==> src/rtl/img_fir_filter_n.sv <==
// img_fir_filter_n: streaming multi-channel FIR image filter with programmable taps
module img_fir_filter_n #(
  parameter int DATA_W = 8,
  parameter int NCH    = 3,
  parameter int TAPS   = 5,
  parameter int COEF_W = 8
) (
  input  logic                  clk,
  input  logic                  rstn,
  input  logic                  cfg_we,
  input  logic [3:0]            cfg_addr,
  input  logic [15:0]           cfg_wdata,
  output logic [15:0]           cfg_rdata,
  input  logic                  i_valid,
  output logic                  i_ready,
  input  logic                  i_sol,
  input  logic [NCH*DATA_W-1:0] i_data,
  output logic                  o_valid,
  input  logic                  o_ready,
  output logic [NCH*DATA_W-1:0] o_data
);
  localparam int AW  = DATA_W + 1 + COEF_W + $clog2(TAPS);
  localparam int MID = TAPS / 2;
  localparam logic signed [AW:0] MAXV = (AW+1)'((1 << DATA_W) - 1);

  logic signed [COEF_W-1:0] coef_q [TAPS];
  logic signed [COEF_W-1:0] coef_d [TAPS];
  logic                     bypass_q, bypass_d;
  logic [3:0]               shift_q, shift_d;
  logic [DATA_W-1:0]        hist_q [NCH][TAPS];
  logic [DATA_W-1:0]        hist_d [NCH][TAPS];
  logic                     s1_valid_q, s1_valid_d;
  logic signed [AW-1:0]     s1_acc_q [NCH];
  logic signed [AW-1:0]     s1_acc_d [NCH];
  logic signed [AW-1:0]     sum [NCH];
  logic [NCH*DATA_W-1:0]    s1_pix_q, s1_pix_d;
  logic                     s1_bypass_q, s1_bypass_d;
  logic [3:0]               s1_shift_q, s1_shift_d;
  logic                     o_valid_q, o_valid_d;
  logic [NCH*DATA_W-1:0]    o_data_q, o_data_d;
  logic signed [AW:0]       rnd;
  logic signed [AW:0]       r [NCH];
  logic                     adv, take;
  logic                     unused_ok;

  assign unused_ok = ^cfg_wdata;
  assign i_ready   = adv;
  assign o_valid   = o_valid_q;
  assign o_data    = o_data_q;

  // register file: writes land next clock, reads are combinational
  always_comb begin
    coef_d    = coef_q;
    bypass_d  = bypass_q;
    shift_d   = shift_q;
    cfg_rdata = '0;
    for (int i = 0; i < TAPS; i++) begin
      if (cfg_we && cfg_addr == 4'(i)) coef_d[i] = cfg_wdata[COEF_W-1:0];
      if (cfg_addr == 4'(i)) cfg_rdata = 16'(coef_q[i]);
    end
    if (cfg_addr == 4'(TAPS)) cfg_rdata = {8'h00, shift_q, 3'b000, bypass_q};
    if (cfg_we && cfg_addr == 4'(TAPS)) begin
      bypass_d = cfg_wdata[0];
      shift_d  = cfg_wdata[7:4];
    end
  end

  // history update, multiply-accumulate and S1 capture
  always_comb begin
    adv         = !o_valid_q || o_ready;
    take        = i_valid && adv;
    hist_d      = hist_q;
    s1_valid_d  = adv ? take : s1_valid_q;
    s1_pix_d    = adv ? i_data : s1_pix_q;
    s1_bypass_d = adv ? bypass_q : s1_bypass_q;
    s1_shift_d  = adv ? shift_q : s1_shift_q;
    for (int c = 0; c < NCH; c++) begin
      if (take) begin
        hist_d[c][0] = i_data[c*DATA_W +: DATA_W];
        for (int t = 1; t < TAPS; t++)
          hist_d[c][t] = i_sol ? i_data[c*DATA_W +: DATA_W] : hist_q[c][t-1];
      end
      sum[c] = '0;
      for (int t = 0; t < TAPS; t++)
        sum[c] = sum[c] + AW'(coef_q[t]) * $signed(AW'({1'b0, hist_d[c][t]}));
      s1_acc_d[c] = adv ? sum[c] : s1_acc_q[c];
    end
  end

  // rounding, saturation and S2 capture
  always_comb begin
    o_valid_d = adv ? s1_valid_q : o_valid_q;
    o_data_d  = o_data_q;
    rnd       = (s1_shift_q == 4'd0) ? '0 : ((AW+1)'(1) <<< (s1_shift_q - 4'd1));
    for (int c = 0; c < NCH; c++) begin
      r[c] = ($signed({s1_acc_q[c][AW-1], s1_acc_q[c]}) + rnd) >>> s1_shift_q;
      if (adv)
        o_data_d[c*DATA_W +: DATA_W] = s1_bypass_q ? s1_pix_q[c*DATA_W +: DATA_W] :
                                       (r[c] < 0) ? '0 :
                                       (r[c] > MAXV) ? {DATA_W{1'b1}} : r[c][DATA_W-1:0];
    end
  end

  // all state, cleared asynchronously
  always_ff @(posedge clk or negedge rstn) begin
    if (!rstn) begin
      for (int i = 0; i < TAPS; i++) coef_q[i] <= COEF_W'(i == MID);
      bypass_q <= 1'b0;
      shift_q  <= '0;
      for (int c = 0; c < NCH; c++) begin
        for (int t = 0; t < TAPS; t++) hist_q[c][t] <= '0;
        s1_acc_q[c] <= '0;
      end
      s1_valid_q  <= 1'b0;
      s1_pix_q    <= '0;
      s1_bypass_q <= 1'b0;
      s1_shift_q  <= '0;
      o_valid_q   <= 1'b0;
      o_data_q    <= '0;
    end else begin
      coef_q      <= coef_d;
      bypass_q    <= bypass_d;
      shift_q     <= shift_d;
      hist_q      <= hist_d;
      s1_acc_q    <= s1_acc_d;
      s1_valid_q  <= s1_valid_d;
      s1_pix_q    <= s1_pix_d;
      s1_bypass_q <= s1_bypass_d;
      s1_shift_q  <= s1_shift_d;
      o_valid_q   <= o_valid_d;
      o_data_q    <= o_data_d;
    end
  end
endmodule

==> config.mk <==
export PLATFORM = sky130hd
export DESIGN_NAME = img_fir_filter_n
export DESIGN_NICKNAME = d
export VERILOG_FILES = /design/src/rtl/img_fir_filter_n.sv
export SDC_FILE = /design/constraint.sdc
export NUM_CORES = 2
export LEC_CHECK = 0
export ABC_CLOCK_PERIOD_IN_PS = 28300
export BUFFER_PORTS_ARGS = -buffer_cell sky130_fd_sc_hd__buf_4
export CORE_MARGIN = 3
export CORE_UTILIZATION = 25
export DETAILED_ROUTE_END_ITERATION = 16
export PLACE_DENSITY_LB_ADDON = 0.3
export SYNTH_ARGS = -nofsm -noshare
export SYNTH_HDL_FRONTEND = slang
export SYNTH_SLANG_ARGS = --single-unit
==> constraint.sdc <==
create_clock -name clk -period 28.3 [get_ports clk]
set_input_delay 2.83 -clock clk [delete_from_list [all_inputs] [get_ports clk]]
set_output_delay 2.83 -clock clk [all_outputs]
set_load 0.05 [all_outputs]
* Yosys cells after proc, flatten, opt, wreduce, memory -nomap -nowiden
Index checks and enable logic that the tools add are counted.
Storage, ports and cells: bits in registers 280, output and inout bits 42
Operators by class: $add $sub $neg 16, multipliers 15, $lt $le $gt $ge 6, equality and inequality tests 5, shift operators 4, mux-type cells 31, reduce and logical (&&, ||, !) cells 11
Operators with widths (count):
- $mul 8x9->17 | 15
- $mux 8 | 21
- $mux 40 | 3
- $mux 16 | 6
- $add 20x21->21 | 3
- $gt 21x9->1 const B | 3
- $lt 21x1->1 const B | 3
- $sshr 21x4->21 | 3
- $add 19x17->20 | 3
- $add 20x17->20 | 3
- $add 18x17->19 | 3
- $add 17x17->18 | 3
- $mux 21 | 1
- $sshl 1x4->21 const A | 1
- $eq 4x2->1 const B | 2
- $eq 4x3->1 const B | 2
- $logic_not 4->1 | 2
- $logic_and 1x1->1 | 7
- $eq 4x1->1 const B | 1
- $sub 4x1->4 const B | 1
- $logic_not 1->1 | 1
- $logic_or 1x1->1 | 1

* Logic depth before layout (Yosys ltp)
depth after elaboration 9, depth in mapped cells 38, mapped depth without buffers 34

* Worst setup path after synthesis
Ideal clock, no wire load.
kind in2reg, from input port o_ready, to register s1_acc_q[59] (netlist name), library setup time 0.069 ns, arrival time 11.514 ns, data required time 28.231 ns, setup slack 16.717 ns, stages 35, path buffers 4, path through nor2b_1 -> clkbuf_1 -> clkinv_1 -> and2_1 -> clkbuf_1 -> clkbuf_1 -> clkbuf_1 -> nor2_1 -> a21oi_1 -> and2_1 -> fa_1 -> fa_1 -> inv_1 -> fa_1 -> inv_1 -> fa_1 -> fa_1 -> inv_1 -> fa_1 -> fa_1 -> inv_1 -> fa_1 -> ha_1 -> ha_1 -> a21o_1 -> a21oi_1 -> o21bai_1 -> a21oi_1 -> nor2b_1 -> o21a_1 -> o31a_1 -> o41ai_1 -> o211ai_1 -> or3_1 -> nand3_1
RTL lines:
- start: declaration | RTL line 19 | input logic o_ready,
- end signal: indexed assignment | RTL line 112 | s1_acc_q[c] <= '0;
- end signal: assignment | RTL line 125 | s1_acc_q <= s1_acc_d;
- end: declaration | RTL line 33 | logic signed [AW-1:0] s1_acc_q [NCH];

==> flow_metrics.env <==
export IMPL_outcome="finished, final reports clean"
export IMPL_post_dp_hpwl_um=143000
export IMPL_dr_total_vias=40700
export IMPL_drt_iter0_drc=2940
export IMPL_end_kind="flip-flop"
export IMPL_synth_cells=6042
export IMPL_period_minus_slack_ns=13.48
export IMPL_cp_data_arrival_time_ns=14.03
export IMPL_rsz0062_at_grt="false"
export IMPL_critPathTopFamily="adder cells"
export IMPL_synth_xor_area_frac=0.0148
export IMPL_synthSimpleGateAreaFrac=0.152
export IMPL_die_y_um=473
export IMPL_ys_top_cells_by_area="fa_1 (33%), ha_1 (13%), dfrtp_1 (13%)"
export IMPL_synth_seq_cells=280
export IMPL_synthAdderAreaFrac=0.465
export IMPL_required_ns=28.84
export IMPL_port_buffers=83
export IMPL_synth_top_family_by_area="adder cells"
export IMPL_r2r_start="o_valid"
export IMPL_grt_pass1_wl_um=270000
export IMPL_critPathKind="input port to flip-flop"
export IMPL_final_net_count=7589
export IMPL_yosysUniqueCellTypes=92
export IMPL_fin_setup_tns_ns=0
export IMPL_wl_um=177000
export IMPL_dieArea_um2=223000
export IMPL_crit_path_top_delay_cell="buf_4"
export IMPL_finClkSkew_ns=0.0267
export IMPL_r2r_cells=32
export IMPL_antenna_found_initial=20
export IMPL_clock_fmax_mhz=74.2
export IMPL_synth_edf_count=0
export IMPL_async_reset_ff_frac=1.00
export IMPL_syn_cell_area_um2=54500
export IMPL_critPathLaunchType="input port"
export IMPL_synth_ff_type="dfrtp_1"
export IMPL_row_count=170
export IMPL_clk_latency_ns=0.64
export IMPL_clock_sinks=280
export IMPL_dieWidth_um=473
export IMPL_holdWs_ns=0.466
export IMPL_cts_tree="yes"
export IMPL_synth_compound_gate_area_share=0.0799
export IMPL_r2r_setup_slack_ns=16.62
export IMPL_synthMuxAreaShare=0.0497
export IMPL_relSlewSlack=0.182
export IMPL_htreeDepth=2
export IMPL_areaGrowthSynthToFinish_pct=10.2
export IMPL_first_global_vias=42600
export IMPL_io_pins=92
export IMPL_hold_path_class="flip-flop to flip-flop"
export IMPL_drive_above_1_share=0.0702
export IMPL_r2r_end="s1_acc_q[39]"
export IMPL_hold_viol=0
export IMPL_worstSetupStartpoint="o_ready"
export IMPL_finalCritPeriodShare=0.476
export IMPL_drv_cap=0
export IMPL_yosys_warnings=0
export IMPL_cpMostUsedCell="fa_1"
export IMPL_start_util=0.252
export IMPL_overflow=0
export IMPL_grt_total_usage=0.160
export IMPL_path_clk_slew_ns=0.06
export IMPL_syn_avg_cell_area_um2=9.01
export IMPL_slowest_delay_ns=0.82
export IMPL_netlist_top_cell_by_area="fa_1"
export IMPL_cp_depth=33
export IMPL_ctsResizeCount=0
export IMPL_ys_seq_area_frac=0.129
export IMPL_dr_pass1_iters=8
export IMPL_post_cts_setup_buffers=0
export IMPL_cts_buffers=40
export IMPL_critPathMaxFanout=72
export IMPL_drtAntennaViolNets=0
export IMPL_endpoint="s1_acc_q[39]"
export IMPL_place_congestion=0.885
export IMPL_slew_viol_final=0
export IMPL_avgRoutedWirePerCell_um=19.8
export IMPL_drc=0
export IMPL_cts_hold_buf=0
export IMPL_core_area_um2=216000
export IMPL_yosysTopAreaCellShare=0.331
export IMPL_critPathBufInv=8
export IMPL_tightestPinTransition_ns=1.23
export IMPL_cts_path_max_buffers=3
export IMPL_vias_per_cell=4.55
export IMPL_root_buffer="clkbuf_16"
export IMPL_grt_max_degree=117
export IMPL_setup_viol=0
-- worst min path at each step --
stage / startpoint / cells past startpoint / slack (ns) / end
4_1_cts: s1_pix_q[5] / 2 / 0.47 / s1_pix_q[5]
3_5_place_dp: s1_pix_q[5] / 2 / 0.45 / s1_pix_q[5]
5_1_grt: s1_valid_q / 1 / 0.49 / s1_valid_q
2_1_floorplan: s1_pix_q[22] / 2 / 0.43 / s1_pix_q[22]
6_report: s1_pix_q[0] / 2 / 0.47 / s1_pix_q[0]
3_3_place_gp: s1_pix_q[5] / 2 / 0.45 / s1_pix_q[5]
-- flip-flops by register name, summed over array words and instances (netlist names) --
| register | count |
|---|---|
| o_data | 24 |
| o_valid | 1 |
| s1_bypass_q | 1 |
| s1_valid_q | 1 |
| hist_q | 120 |
| bypass_q | 1 |
| s1_acc_q | 60 |
| coef_q | 40 |
| shift_q | 4 |
| s1_shift_q | 4 |
| s1_pix_q | 24 |
-- cells in the final DEF, fill, tap and decap left out, drive strengths merged, types with 18 or more instances in the layout --
cell	count
clkbuf	51
xor2	36
a21oi	221
nor2	327
fa	899
and2	357
nand2	595
o21ai	118
o211ai	28
mux2i	143
a21o	29
buf	194
ha	584
dfrtp	279
nor2b	197
o21a	31
nor3	38
xnor2	56
and3	31
a211oi	43
or3	20
mux2	81
o22ai	18
inv	1370
nand3	41
or2	35
-- area by class of cell --
class,instances,area [um2]
antenna,7,17.5
clock buffer,51,1110
clock inverter,21,262
fill,23200,156000
inverter,1369,5140
multi-input combinational,4171,41400
sequential,280,7010
tap,2838,3550
timing repair buffer,194,1480
-- metal layers --
layer / part of all wire / track usage / up-vias / routed length, um
met3: 0.049 / 0.0181 / 198 / 8650
li1: - / - / 18800 / -
met4: 0.033 / 0.0481 / 4 / 5870
met5: 0.00019 / 0 / - / 34
met1: 0.45 / 0.220 / 20700 / 80000
met2: 0.47 / 0.263 / 978 / 82400
-- cells by family (layout without fill, tap and decap cells) --
| group | after synthesis | after routing |
|---|---|---|
| flip-flops | 280 | 280 |
| XOR/XNOR | 92 | 92 |
| other | 1 | 10 |
| multiplexers | 240 | 240 |
| adder cells (fa/ha/maj) | 1483 | 1483 |
| AND/OR/NAND/NOR | 1694 | 1694 |
| buffers and inverters | 1593 | 1635 |
| AO/OA/AOI/OAI | 659 | 659 |
-- synthesized netlist by cell type, types with 30 or more instances --
library cell / instances
nor2_1: 327
dfrtp_1: 279
clkbuf_1: 175
and2_1: 355
nand2_1: 595
mux2_2: 81
mux2i_1: 143
inv_1: 1365
or2_2: 34
o21a_1: 30
nor3_1: 38
buf_1: 31
fa_1: 899
a211oi_1: 43
xnor2_1: 56
ha_1: 584
a21oi_1: 219
nor2b_1: 196
and3_1: 31
o21ai_0: 94
xor2_1: 36
nand3_1: 41
-- worst reg2reg max path: cells and delay by family (launching register included) --
kind	cells	cell delay, ns
compound gates	9	2.87
fa+ha+maj	10	4.65
buf+inv	7	2.43
flops	1	0.39
simple gates	6	1.25
-- through the flow --
step / cells / worst slack (ns) / area, um2 / utilization
3_5_place_dp: 8852 / 14.20 / 58600 / 0.272
5_1_grt: 8928 / 14.10 / 60000 / 0.278
2_1_floorplan: 6044 / 16.72 / 54500 / -
6_report: 8931 / 14.82 / 60000 / 0.278
3_3_place_gp: 8852 / 14.24 / 58600 / 0.272
4_1_cts: 8924 / 14.83 / 60000 / 0.278
Power is not shown: default switching activity piles up to over one toggle a cycle in this logic, so the estimate is an artifact.
